[src/rtl/fb_write_arbiter.sv]
// Frame-buffer write-port arbiter: two round-robin pixel requesters plus a
// built-in clear sweep that paints every pixel with CLR_COLOR.
module fb_write_arbiter #(
  parameter int              AW        = 8,
  parameter int              DW        = 3,
  parameter int              NPIX      = 192,
  parameter logic [DW-1:0]   CLR_COLOR = 3'b111
) (
  input  logic          clk,
  input  logic          rst,
  input  logic          clr_start,
  output logic          clr_busy,
  output logic          clr_done,
  input  logic          r0_valid,
  input  logic [AW-1:0] r0_addr,
  input  logic [DW-1:0] r0_data,
  output logic          r0_ready,
  input  logic          r1_valid,
  input  logic [AW-1:0] r1_addr,
  input  logic [DW-1:0] r1_data,
  output logic          r1_ready,
  output logic          addr_err,
  output logic [AW-1:0] mem_px_addr,
  output logic [DW-1:0] mem_px_data,
  output logic          px_wr
);

  typedef enum logic {IDLE, CLEAR} state_t;

  state_t        state, state_nxt;
  logic [AW:0]   cnt;        // address currently on the port during a sweep
  logic [AW:0]   cnt_inc;
  logic          clr_last;
  logic          last;       // 1: r1 won the most recent contention
  logic          xfer;
  logic [AW-1:0] sel_addr;
  logic [DW-1:0] sel_data;
  logic          in_range;

  assign cnt_inc  = cnt + 1'b1;
  assign clr_last = (cnt == (AW+1)'(NPIX - 1));
  assign clr_busy = (state == CLEAR);
  assign xfer     = r0_ready | r1_ready;
  assign sel_addr = r1_ready ? r1_addr : r0_addr;
  assign sel_data = r1_ready ? r1_data : r0_data;
  assign in_range = ({1'b0, sel_addr} < (AW+1)'(NPIX));

  // Next state and ready grants; a pending clear always beats requesters.
  always_comb begin
    state_nxt = state;
    r0_ready  = 1'b0;
    r1_ready  = 1'b0;
    if (state == IDLE) begin
      if (clr_start) begin
        state_nxt = CLEAR;
      end else if (!rst) begin
        r0_ready = r0_valid & (~r1_valid | last);
        r1_ready = r1_valid & ~(r0_valid & (~r1_valid | last));
      end
    end else if (clr_last) begin
      state_nxt = IDLE;
    end
  end

  // State register.
  always_ff @(posedge clk) begin
    if (rst) state <= IDLE;
    else     state <= state_nxt;
  end

  // Registered write port, sweep counter, round-robin pointer and pulses.
  always_ff @(posedge clk) begin
    if (rst) begin
      mem_px_addr <= '0;
      mem_px_data <= '0;
      px_wr       <= 1'b0;
      addr_err    <= 1'b0;
      clr_done    <= 1'b0;
      cnt         <= '0;
      last        <= 1'b1;
    end else begin
      px_wr    <= 1'b0;
      addr_err <= 1'b0;
      clr_done <= 1'b0;
      if (state == IDLE) begin
        if (clr_start) begin
          cnt         <= '0;
          mem_px_addr <= '0;
          mem_px_data <= CLR_COLOR;
          px_wr       <= 1'b1;
        end else if (xfer) begin
          last <= r1_ready;
          if (in_range) begin
            mem_px_addr <= sel_addr;
            mem_px_data <= sel_data;
            px_wr       <= 1'b1;
          end else begin
            addr_err <= 1'b1;
          end
        end
      end else begin
        if (clr_last) begin
          clr_done <= 1'b1;
        end else begin
          cnt         <= cnt_inc;
          mem_px_addr <= cnt_inc[AW-1:0];
          mem_px_data <= CLR_COLOR;
          px_wr       <= 1'b1;
        end
      end
    end
  end

endmodule

[config.mk]
export PLATFORM = sky130hd
export DESIGN_NAME = fb_write_arbiter
export DESIGN_NICKNAME = d
export VERILOG_FILES = /design/src/rtl/fb_write_arbiter.sv
export SDC_FILE = /design/constraint.sdc
export NUM_CORES = 1
export LEC_CHECK = 0
export CAP_MARGIN = 20
export CORE_ASPECT_RATIO = 0.8
export CORE_MARGIN = 3
export CORE_UTILIZATION = 45
export DETAILED_ROUTE_END_ITERATION = 16
export HOLD_SLACK_MARGIN = 0.15
export PLACE_DENSITY = 0.85
export SLEW_MARGIN = 20
export SYNTH_ARGS = -nofsm -noshare
export SYNTH_HDL_FRONTEND = slang
export SYNTH_SLANG_ARGS = --single-unit
[constraint.sdc]
create_clock -name clk -period 3.5 [get_ports clk]
set_input_delay 0.525 -clock clk [delete_from_list [all_inputs] [get_ports clk]]
set_output_delay 0.525 -clock clk [all_outputs]
set_load 0.02 [all_outputs]
==> Word level (Yosys, flattened, before mapping) <==
Cells that the tools add are included.
{ "totals": {"input_bits": 27, "regBits": 25} }
{ "op_classes": {"n_eq_ne": 2, "order_cmp": 1, "add_sub_neg": 1, "bitwise": 9, "reduce_logical": 8, "n_mux": 30} }
{ "ops": {"columns": ["operator", "count"], "rows": [
  ["$mux W8", 6],
  ["$mux W9", 3],
  ["$mux W3", 6],
  ["$mux W1", 15],
  ["$add A9 B1 Y9 const B", 1],
  ["$eq A9 B8 Y1 const B", 1],
  ["$lt A8 B8 Y1 const B", 1],
  ["$reduce_and A3 Y1", 2],
  ["$reduce_bool A3 Y1", 2],
  ["$not A1 Y1", 5],
  ["$reduce_or A4 Y1", 1],
  ["$and A1 B1 Y1", 2],
  ["$ne A2 B2 Y1 const B", 1],
  ["$or A1 B1 Y1", 2],
  ["$reduce_and A2 Y1", 1],
  ["$reduce_bool A2 Y1", 1],
  ["$reduce_or A2 Y1", 1]
]} }

==> Longest topological paths before layout <==
Gate-level depths: netlist (run 1).
{ "logic_depth": {"ltp_word": 14, "depth_mapped": 7, "ltp_nobuf": 5} }

==> Worst setup path after synthesis (run 1) <==
OpenSTA, ideal clock, no wires.
{ "synth_timing": {"path_kind": "register to output", "startpoint": "reg state, in the netlist clr_busy", "endpoint": "out r0_ready", "stages_incl_launch_ff": 4, "slack_ps": 1279, "t_required_ps": 2975, "arrival_time_ps": 1696, "path_cell_list": "dfxtp_1 > buf_2 > or2_2 > nor4b_1"} }
{ "synth_between": {"elab_chain_len": 1} }
{ "synth_rtl": {"columns": ["element", "line_no", "text"], "rows": [
  ["start: declaration", "30", "state_t state, state_nxt;"],
  ["start signal: assignment", "68", "else state <= state_nxt;"],
  ["$mux W1", "53", "if (state == IDLE) begin"],
  ["end: declaration", "17", "output logic r0_ready,"]
]} }
Every way passes these cells.

==> Worst setup path in the final report (run 1) <==
{ "layout_timing": {"startpoint": "in clr_start", "endpoint": "out r0_ready"} }
{ "layout_between": {"elab_chain_len": 2} }
{ "layout_rtl": {"columns": ["element", "line_no", "text"], "rows": [
  ["start: declaration", "11", "input logic clr_start,"],
  ["$mux W1", "54", "if (clr_start) begin"],
  ["$mux W1", "53", null]
]} }
Every way passes these cells.

==> results of run 1 <==
-- metal layers --
metal | vias to the layer above | wire length, um | track usage
met4 | 0 | 26 | 0.0623
met5 | - | 0 | 0
met1 | 671 | 1790 | 0.335
met3 | 2 | 241 | 0.0447
met2 | 51 | 1860 | 0.325
li1 | 699 | - | -
-- stage by stage --
stage          instances  worst slack (ns)
2_1_floorplan        165              1.28
3_5_place_dp         236             0.594
4_1_cts              240             0.568
5_1_grt              240             0.458
6_report             240             0.591
3_3_place_gp         236             0.610
-- tightest hold or removal path, cell delays in order (launching register included) --
cell and delay, ns:
sky130_fd_sc_hd__dfxtp_1 0.34, sky130_fd_sc_hd__nand2_1 0.06, sky130_fd_sc_hd__a21oi_1 0.05
-- final timing paths --
kind	startpoint	cells past startpoint	end
max	clr_start	4	r0_ready
min	cnt[7]	2	cnt[7]
min reg2reg	cnt[7]	2	cnt[7]
max reg2reg	clr_busy	4	mem_px_data[1]
-- cell usage in the layout (no fill, tap or decap), types with 2 or more instances in the layout --
| master | n |
|---|---|
| sky130_fd_sc_hd__and3_1 | 8 |
| sky130_fd_sc_hd__a21boi_0 | 8 |
| sky130_fd_sc_hd__buf_4 | 3 |
| sky130_fd_sc_hd__xnor2_1 | 2 |
| sky130_fd_sc_hd__a21oi_1 | 8 |
| sky130_fd_sc_hd__nand3_1 | 4 |
| sky130_fd_sc_hd__a211oi_1 | 11 |
| sky130_fd_sc_hd__nand2_1 | 16 |
| sky130_fd_sc_hd__nor2b_1 | 3 |
| sky130_fd_sc_hd__a311oi_1 | 11 |
| sky130_fd_sc_hd__o211ai_1 | 2 |
| sky130_fd_sc_hd__o21ai_0 | 13 |
| sky130_fd_sc_hd__clkbuf_8 | 3 |
| sky130_fd_sc_hd__clkdlybuf4s50_1 | 43 |
| sky130_fd_sc_hd__o31a_1 | 2 |
| sky130_fd_sc_hd__nor2_1 | 8 |
| sky130_fd_sc_hd__inv_1 | 2 |
| sky130_fd_sc_hd__dfxtp_1 | 25 |
| sky130_fd_sc_hd__o21a_1 | 5 |
| sky130_fd_sc_hd__nand3b_1 | 2 |
| sky130_fd_sc_hd__nor3_1 | 4 |
| sky130_fd_sc_hd__mux2i_1 | 3 |
-- area by class of cell --
type,count,area (um^2),area share
clock buffers,3,41.3,0.0222
clock inverters,1,7.51,0.00404
inverters,2,7.51,0.00404
multi-input cells,125,801,0.431
flip-flops and latches,25,500,0.269
well taps,38,47.5,0.0256
repair buffers,46,453,0.244
-- sequential cells by signal (all words and copies together), names as in the netlist --
register and count:
mem_px_data 3, px_wr 1, clr_done 1, clr_busy 1, last 1, mem_px_addr 8
addr_err 1, cnt 9
-- kinds of logic after synthesis --
family	synth area share
AO/OA/AOI/OAI	0.332
AND/OR/NAND/NOR	0.193
flip-flops	0.364
buffers and inverters	0.0528
multiplexers	0.0301
XOR/XNOR	0.0191
adder cells (fa/ha/maj)	0.00911
-- power by group --
group / internal [mW] / total, mW / leakage [nW] / switching, mW
Sequential: 0.299 / 0.312 / 0.205 / 0.0128
Combinational: 0.0734 / 0.144 / 0.433 / 0.0711
Clock: 0.0810 / 0.182 / 0.0217 / 0.101
Total: 0.454 / 0.639 / 0.660 / 0.185
==> results by group, run 1 <==
Status
  • Run status: finished, final reports clean

Clocking
  • Setup repair bufs after CTS: 0
  • Clock-pin slew of the registers on the worst-case setup and hold paths: 0.09 ns
  • Clock buffer count from CTS: 3
  • CTS max path bufs: 2
  • Insertion delay of the later-clocked pin in the worst-skew pair: 0.28 ns
  • CTS-repair resized insts: 0
  • Clock root cell: sky130_fd_sc_hd__clkbuf_8
  • Number of clock sinks: 25
  • TritonCTS clock tree: yes
  • Number of hold buffers added after CTS: 0
  • CTS H-Tree Depth: 1

Detailed routing
  • Post-DR vias/cell: approximately 5.9
  • Remaining antenna violation count: 0
  • Drt total wl: just under 4000 um
  • Pre-Repair DR Iteration Count: 4
  • Number of vias after detailed routing: about 1400
  • Iter 0 DRT Violations: roughly 110
  • DRC viols: 0
  • Detail-routed net length per standard cell: roughly 16 um

Synthesis
  • Number of enable flip-flop cells after synthesis: 0
  • Leading post-synthesis cells by instance count: sky130_fd_sc_hd__dfxtp_1 (25), sky130_fd_sc_hd__nand2_1 (16), sky130_fd_sc_hd__o21ai_0 (13)
  • Proportion of netlist area held by the largest area contributor: 0.364
  • Instance count of the mapped netlist: about 170
  • Fraction of synthesis flops using an asynchronous set or reset pin: 0
  • Area contributors post-synth: sky130_fd_sc_hd__dfxtp_1 (36%), sky130_fd_sc_hd__a311oi_1 (7.0%), sky130_fd_sc_hd__a211oi_1 (6.0%)
  • Syn Nets: ~190
  • Average cell area after synthesis: ~8.3 um^2
  • Most numerous cell in the Yosys netlist: sky130_fd_sc_hd__dfxtp_1
  • Post-Synthesis Cell Area: between 1000 and 1500 um^2
  • Leading register cell type out of synthesis: sky130_fd_sc_hd__dfxtp_1
  • Sequential fraction of the synthesis area: 0.364
  • Cell taking the most area after synthesis: sky130_fd_sc_hd__dfxtp_1
  • Number of distinct standard cells referenced by the synthesized netlist: 38
  • Synth Register Bits: 25
  • Number of synthesis warnings: 0

Final layout
  • Non-Filler Cell Area, Final: roughly 1900 um^2
  • Layout overhead on the synthesized area: 35.2%
  • Net count reported at finish: roughly 230
  • Final core utilization: 0.657
  • Layout filler cell count: about 230
  • Fraction of layout instances using a drive strength above 1: 0.0495
  • Diodes inserted: 0

Global routing
  • First-pass GRT wire length: ~6500 um
  • Antenna violations before repair: 0
  • Overall Global Routing Usage: 0.225
  • Via count of the first global-routing pass: around 1400
  • Remaining global-route overflow: 0
  • Maximum number of pins on one net before global-route repair: 23

Placed design
  • Final HPWL from detailed placement: 2870 um
  • Placement Cell Area: approximately 1800 um^2
  • Port-buffer cells: 43
  • Final weighted congestion of routability-driven global placement: 0.910

Pwr
  • Peak supply drop: approximately 250 uV
  • Overall power consumption: 639 uW
  • Leakage power: 0.660 nW
  • Power density of the placed cells: around 340 nW/um^2

Timing
  • RSZ-0062 raised after global routing: no
  • Clock tree skew after final layout: about 0.00074 ns
  • Slew of the pin with the lowest slew margin: 0.892 ns
  • Hold_ws: between 0.4 and 0.5 ns
  • Fin. max-slew vios: 0
  • Total of endpoints with negative setup slack in the final report: 0
  • Final TNS setup: 0 ns
  • Share of the cycle needed by the critical path after routing: 0.831
  • Maximum frequency from static timing analysis: 344 MHz
  • Final critical delay including setup and external delays: 2.91 ns
  • Number of hold violations in the final report: 0
  • Headroom to the max-slew limit: 0.400

Critical path
  • Critical path required time: 2.97 ns
  • CP Cell Sequence: clkdlybuf4s50_1 -> or2_2 -> nor4b_1 -> clkdlybuf4s50_1
  • Cell class contributing the biggest share of worst-path delay: buffers and inverters
  • Crit Path Category: input pin to primary output
  • Critical Path Most Common Cell: sky130_fd_sc_hd__clkdlybuf4s50_1
  • Master of the slowest instance on the critical path: sky130_fd_sc_hd__clkdlybuf4s50_1
  • Maximum fanout encountered on the critical timing path: 3
  • Worst EP arrival: between 2 and 2.5 ns
  • Crit path launch type: input pin
  • Critical Path End Type: primary output
  • FF-to-FF setup slack: ~1 ns
  • Buf/Inv on CP: 2
  • Max incr delay on CP: around 0.68 ns

Die
  • I/O pin count: 44
  • Area inside the core boundary: around 2800 um^2
  • Horizontal extent of the die: 67.8 um
  • Row count: 17
  • Die Y: 55.4 um
  • Effective utilization at floorplan: 0.486
  • Die outline area: between 3000 and 4000 um^2

Min path
  • Path type of the worst min-delay path: register to register

Flow run
  • # Max-Cap Violations: 0
(Power assumes the default switching activity.)
==> run 2: changes to the inputs <==
Clock period 3.5 ns to 2.95 ns, I/O delays scaled along.
==> run 2 against run 1 <==
Sequential power grew 17%. Wire length up 3.8%. Design area is 1.9% higher. Via count increased by 2.8%. Highest routed layer unchanged. Power grew 18%. Clock-buffer cell count unchanged. Sequential share of layout area decreased by 0.50 points. Utilization up 1.2 points. Critical path depth unchanged. Largest cell class unchanged. Largest power group unchanged. Clock skew up 0.0012 ns. Sequential cell count is the same. Worst setup slack got worse by 0.45 ns.
==> results by group, run 2 (same netlist as run 1, synthesis figures left out) <==
Timing
  • RSZ-0062 raised after global routing: no
  • Fin. max-slew vios: 0
  • Number of hold violations in the final report: 0
  • Final critical delay including setup and external delays: ~2.8 ns
  • Share of the cycle needed by the critical path after routing: 0.953
  • Maximum frequency from static timing analysis: approximately 360 MHz
  • Headroom to the max-slew limit: 0.347
  • Hold_ws: slightly below 0.5 ns
  • Final TNS setup: 0 ns
  • Clock tree skew after final layout: slightly below 0.002 ns
  • Final worst setup slack: between 0.1 and 0.15 ns
  • Slew of the pin with the lowest slew margin: 0.971 ns
  • Total of endpoints with negative setup slack in the final report: 0

Final layout
  • Net count reported at finish: between 200 and 250
  • Commonest non-fill, non-tap cells in the layout: sky130_fd_sc_hd__clkdlybuf4s50_1 (43), sky130_fd_sc_hd__dfxtp_1 (25), sky130_fd_sc_hd__nand2_1 (16)
  • Cell Count, Final, Fillers Out: 245
  • Layout overhead on the synthesized area: 37.8%
  • Number of flip-flops under the largest register name: 9
  • Commonest non-fill, non-tap cell in the layout: sky130_fd_sc_hd__clkdlybuf4s50_1
  • Non-Filler Cell Area, Final: between 1500 and 2000 um^2
  • Final core utilization: 0.669
  • Most flop-heavy register: cnt
  • Largest registers: cnt: 9 flops, mem_px_addr: 8 flops, mem_px_data: 3 flops
  • Fraction of layout instances using a drive strength above 1: 0.0725
  • Diodes inserted: 0

Critical path
  • Crit Path Category: input pin to primary output
  • CP Cell Sequence: clkdlybuf4s50_1 -> or2_2 -> nor4b_1 -> clkdlybuf4s50_1
  • Beginning of the worst register-to-register path: clr_busy
  • Critical Path End Type: primary output
  • FF-to-FF setup slack: 0.68 ns
  • Crit path launch type: input pin
  • Critical path required time: roughly 2.5 ns
  • Max incr delay on CP: approximately 0.7 ns
  • Reg2Reg Depth: 5
  • Critical Path Most Common Cell: sky130_fd_sc_hd__clkdlybuf4s50_1
  • Worst EP arrival: 2.37 ns
  • Master of the slowest instance on the critical path: sky130_fd_sc_hd__clkdlybuf4s50_1
  • Maximum fanout encountered on the critical timing path: 3
  • Worst setup path startpoint: clr_start
  • Reg2Reg Capture Point: mem_px_data[1]

Pwr
  • Peak supply drop: 288 uV
  • Power density of the placed cells: between 300 and 400 nW/um^2
  • Leakage power: about 0.69 nW
  • Overall power consumption: between 700 and 800 uW

Die
  • Area inside the core boundary: 2830 um^2
  • Die outline area: 3760 um^2
  • Horizontal extent of the die: 67.8 um
  • Effective utilization at floorplan: 0.486
  • I/O pin count: 44
  • Row count: 17
  • Die Y: between 50 and 60 um

Clocking
  • TritonCTS clock tree: yes
  • CTS H-Tree Depth: 1
  • Setup repair bufs after CTS: 0
  • Clock root cell: sky130_fd_sc_hd__clkbuf_8
  • Insertion delay of the later-clocked pin in the worst-skew pair: 0.27 ns
  • CTS max path bufs: 2
  • Clock buffer count from CTS: 3
  • Number of clock sinks: 25
  • Clock-pin slew of the registers on the worst-case setup and hold paths: roughly 0.090 ns
  • CTS-repair resized insts: 0
  • Number of hold buffers added after CTS: 0

Global routing
  • Overall Global Routing Usage: 0.231
  • First-pass GRT wire length: between 6000 and 7000 um
  • Via count of the first global-routing pass: between 1000 and 1500
  • Antenna violations before repair: 0
  • Maximum number of pins on one net before global-route repair: 22
  • Remaining global-route overflow: 0

Detailed routing
  • Remaining antenna violation count: 0
  • Drt total wl: between 4000 and 5000 um
  • Detail-routed net length per standard cell: roughly 17 um
  • Iter 0 DRT Violations: about 190
  • Post-DR vias/cell: roughly 6.0
  • Number of vias after detailed routing: approximately 1500
  • Pre-Repair DR Iteration Count: 4
  • DRC viols: 0

Status
  • Run status: finished, final reports clean

Placed design
  • Number of placed instances with taps included: 241
  • Final HPWL from detailed placement: ~3100 um
  • Placement Cell Area: 1850 um^2
  • Final weighted congestion of routability-driven global placement: approximately 0.94
  • Port-buffer cells: between 40 and 50
  • Worst slack, placed: between 0.15 and 0.2 ns

Min path
  • Hold Path Origin: cnt[8]
  • Path type of the worst min-delay path: register to register
  • Cell depth of the worst min-delay path: 2
  • Endpoint with the worst hold slack: cnt[8]

Flow run
  • # Max-Cap Violations: 0
==> run 2: cell type report <==
class | count | area (um^2)
fill | 236 | 936
multi-input combinational | 125 | 801
sequential | 25 | 500
timing repair buffer | 51 | 490
tap | 38 | 47.5
clock buffer | 3 | 41.3
inverter | 2 | 7.51
clock inverter | 1 | 5.00
==> run 2: per-layer routing <==
| layer | up-vias | global-route usage | part of all wire |
|---|---|---|---|
| met2 | 72 | 0.358 | 0.48 |
| li1 | 703 | - | - |
| met5 | - | 0 | 0 |
| met1 | 684 | 0.325 | 0.43 |
| met4 | 0 | 0.0538 | 0.0056 |
| met3 | 4 | 0.0488 | 0.081 |
==> run 2: critical path: cells and delay by family <==
kind,cells,cell delay [ns]
buffers and inverters,2,1.14
AND/OR/NAND/NOR,2,0.78
==> run 2: power by group <==
group	switching (mW)	internal, mW	leakage [nW]
Sequential	0.0107	0.355	0.205
Combinational	0.0909	0.0916	0.458
Clock	0.112	0.0947	0.0255
Total	0.214	0.541	0.688
==> run 2: worst max-delay path by stage <==
stage               end  slack, ns  depth (start not counted)
2_1_floorplan  r0_ready       0.81                          3
3_3_place_gp   r0_ready       0.23                          4
3_5_place_dp   r0_ready       0.17                          4
4_1_cts        r0_ready       0.14                          4
5_1_grt        r0_ready       0.07                          4
6_report       r0_ready       0.14                          4
==> run 3: changes to the inputs <==
Settings changed: CELL_PAD_IN_SITES_DETAIL_PLACEMENT set to 1, CELL_PAD_IN_SITES_GLOBAL_PLACEMENT set to 2, CORE_UTILIZATION 45 to 26, PLACE_DENSITY 0.85 to 0.86.
==> run 3 against run 2 <==
Maximum frequency up 3.7%. Final cell count grew 9.8%. Die area rose by 65%. Clock-buffer cell count is the same. Largest cell class unchanged.
==> results by group, run 3 (same netlist as run 1, synthesis figures left out) <==
Global routing
  • Maximum number of pins on one net before global-route repair: 25
  • Overall Global Routing Usage: 0.148
  • Antenna violations before repair: 0
  • Via count of the first global-routing pass: about 1400
  • Remaining global-route overflow: 0
  • First-pass GRT wire length: 7270 um

Clocking
  • Number of clock sinks: 25
  • Number of hold buffers added after CTS: 0
  • CTS H-Tree Depth: 1
  • Setup repair bufs after CTS: 0
  • Clock-pin slew of the registers on the worst-case setup and hold paths: about 0.090 ns
  • CTS-repair resized insts: 0
  • Clock buffer count from CTS: 3
  • CTS max path bufs: 2
  • Clock root cell: sky130_fd_sc_hd__clkbuf_8
  • TritonCTS clock tree: yes
  • Insertion delay of the later-clocked pin in the worst-skew pair: roughly 0.27 ns

Flow run
  • # Max-Cap Violations: 0

Detailed routing
  • Number of vias after detailed routing: around 1400
  • Pre-Repair DR Iteration Count: 4
  • Post-DR vias/cell: about 5.3
  • Drt total wl: 4310 um
  • Iter 0 DRT Violations: 63
  • DRC viols: 0
  • Remaining antenna violation count: 0
  • Detail-routed net length per standard cell: 16.0 um

Die
  • Horizontal extent of the die: around 87 um
  • Effective utilization at floorplan: 0.271
  • I/O pin count: between 40 and 50
  • Row count: 23
  • Die outline area: 6200 um^2
  • Area inside the core boundary: just over 5000 um^2
  • Die Y: about 71 um

Critical path
  • Critical Path Most Common Cell: sky130_fd_sc_hd__clkdlybuf4s50_1
  • Critical Path End Type: primary output
  • CP Cell Sequence: clkdlybuf4s50_1 -> or2_2 -> nor4b_1 -> clkdlybuf4s50_1
  • Crit path launch type: input pin
  • Critical path required time: about 2.5 ns
  • Crit Path Category: input pin to primary output
  • Master of the slowest instance on the critical path: sky130_fd_sc_hd__clkdlybuf4s50_1
  • Maximum fanout encountered on the critical timing path: 3
  • Worst EP arrival: roughly 2.3 ns
  • Max incr delay on CP: 0.68 ns

Timing
  • Final critical delay including setup and external delays: 2.71 ns
  • Number of hold violations in the final report: 0
  • Clock tree skew after final layout: approximately 0.0046 ns
  • Slew of the pin with the lowest slew margin: between 0.5 and 0.6 ns
  • Maximum frequency from static timing analysis: around 370 MHz
  • Total of endpoints with negative setup slack in the final report: 0
  • RSZ-0062 raised after global routing: no
  • Share of the cycle needed by the critical path after routing: 0.919
  • Fin. max-slew vios: 0
  • Final TNS setup: 0 ns
  • Headroom to the max-slew limit: 0.658

Status
  • Run status: finished, final reports clean

Placed design
  • Final weighted congestion of routability-driven global placement: about 0.77
  • Port-buffer cells: between 40 and 50
  • Final HPWL from detailed placement: 3160 um
  • Placement Cell Area: ~1900 um^2

Final layout
  • Multi-input gate area in the final layout: 801 um^2
  • Commonest non-fill, non-tap cell in the layout: sky130_fd_sc_hd__clkdlybuf4s50_1
  • Layout overhead on the synthesized area: 40.2%
  • Diodes inserted: 0
  • Non-Filler Cell Area, Final: 1930 um^2
  • Most flop-heavy register: cnt
  • Net count reported at finish: between 200 and 250
  • Number of flip-flops under the largest register name: 9
  • Storage cell area: roughly 500 um^2
  • Fraction of layout instances using a drive strength above 1: 0.0725
  • Largest registers: cnt: 9 flops, mem_px_addr: 8 flops, mem_px_data: 3 flops
  • Layout filler cell count: roughly 600
  • Commonest non-fill, non-tap cells in the layout: sky130_fd_sc_hd__clkdlybuf4s50_1 (43), sky130_fd_sc_hd__dfxtp_1 (25), sky130_fd_sc_hd__nand2_1 (16)

Pwr
  • Leakage power: around 0.68 nW
  • Peak supply drop: about 230 uV
  • Overall power consumption: about 760 uW
  • Power density of the placed cells: between 300 and 400 nW/um^2

Min path
  • Path type of the worst min-delay path: register to register
run 3: cell types whose count changed in the layout (fill, tap and decap cells not counted), sizes merged:
cell | previous run | this run
clkinv | 1 | 0
clkinvlp | 0 | 1
run 3: cell type report:
class	count	share of cell area
multi-input combinational	125	0.416
sequential	25	0.260
timing repair buffer	51	0.255
tap	62	0.0403
clock buffer	3	0.0214
clock inverter	1	0.00390
inverter	2	0.00390
run 3: final timing paths:
check                                from  cells past startpoint  slack (ns)              to
worst max-delay path            clr_start                      4        0.24        r0_ready
worst min-delay path               cnt[7]                      2        0.50          cnt[7]
worst max register to register     cnt[0]                      5        0.83  mem_px_data[0]
worst min register to register     cnt[7]                      2        0.50          cnt[7]
run 3: power breakdown:
| part | switching [mW] | internal, mW |
|---|---|---|
| Sequential | 0.0117 | 0.355 |
| Combinational | 0.0898 | 0.0915 |
| Clock | 0.117 | 0.0958 |
| Total | 0.219 | 0.542 |
run 3: routing by layer:
metal / share of wire / global-route usage / routed length [um]
met4: 0.0077 / 0.0256 / 33
met2: 0.43 / 0.215 / 1860
met5: 0 / 0 / 0
met1: 0.51 / 0.222 / 2200
met3: 0.049 / 0.0361 / 213
run 3: critical path, delay by kind of cell:
family / cells / cell delay, ns
buffers and inverters: 2 / 1.12
AND/OR/NAND/NOR: 2 / 0.71
run 3: per-stage QoR:
stage | hold WS (ns) | utilization | setup WS (ns) | instances
2_1_floorplan | 0.454 | - | 0.812 | 165
3_3_place_gp | 0.473 | 0.371 | 0.236 | 265
3_5_place_dp | 0.487 | 0.371 | 0.232 | 265
4_1_cts | 0.504 | 0.380 | 0.207 | 269
5_1_grt | 0.548 | 0.380 | 0.112 | 269
6_report | 0.496 | 0.380 | 0.240 | 269
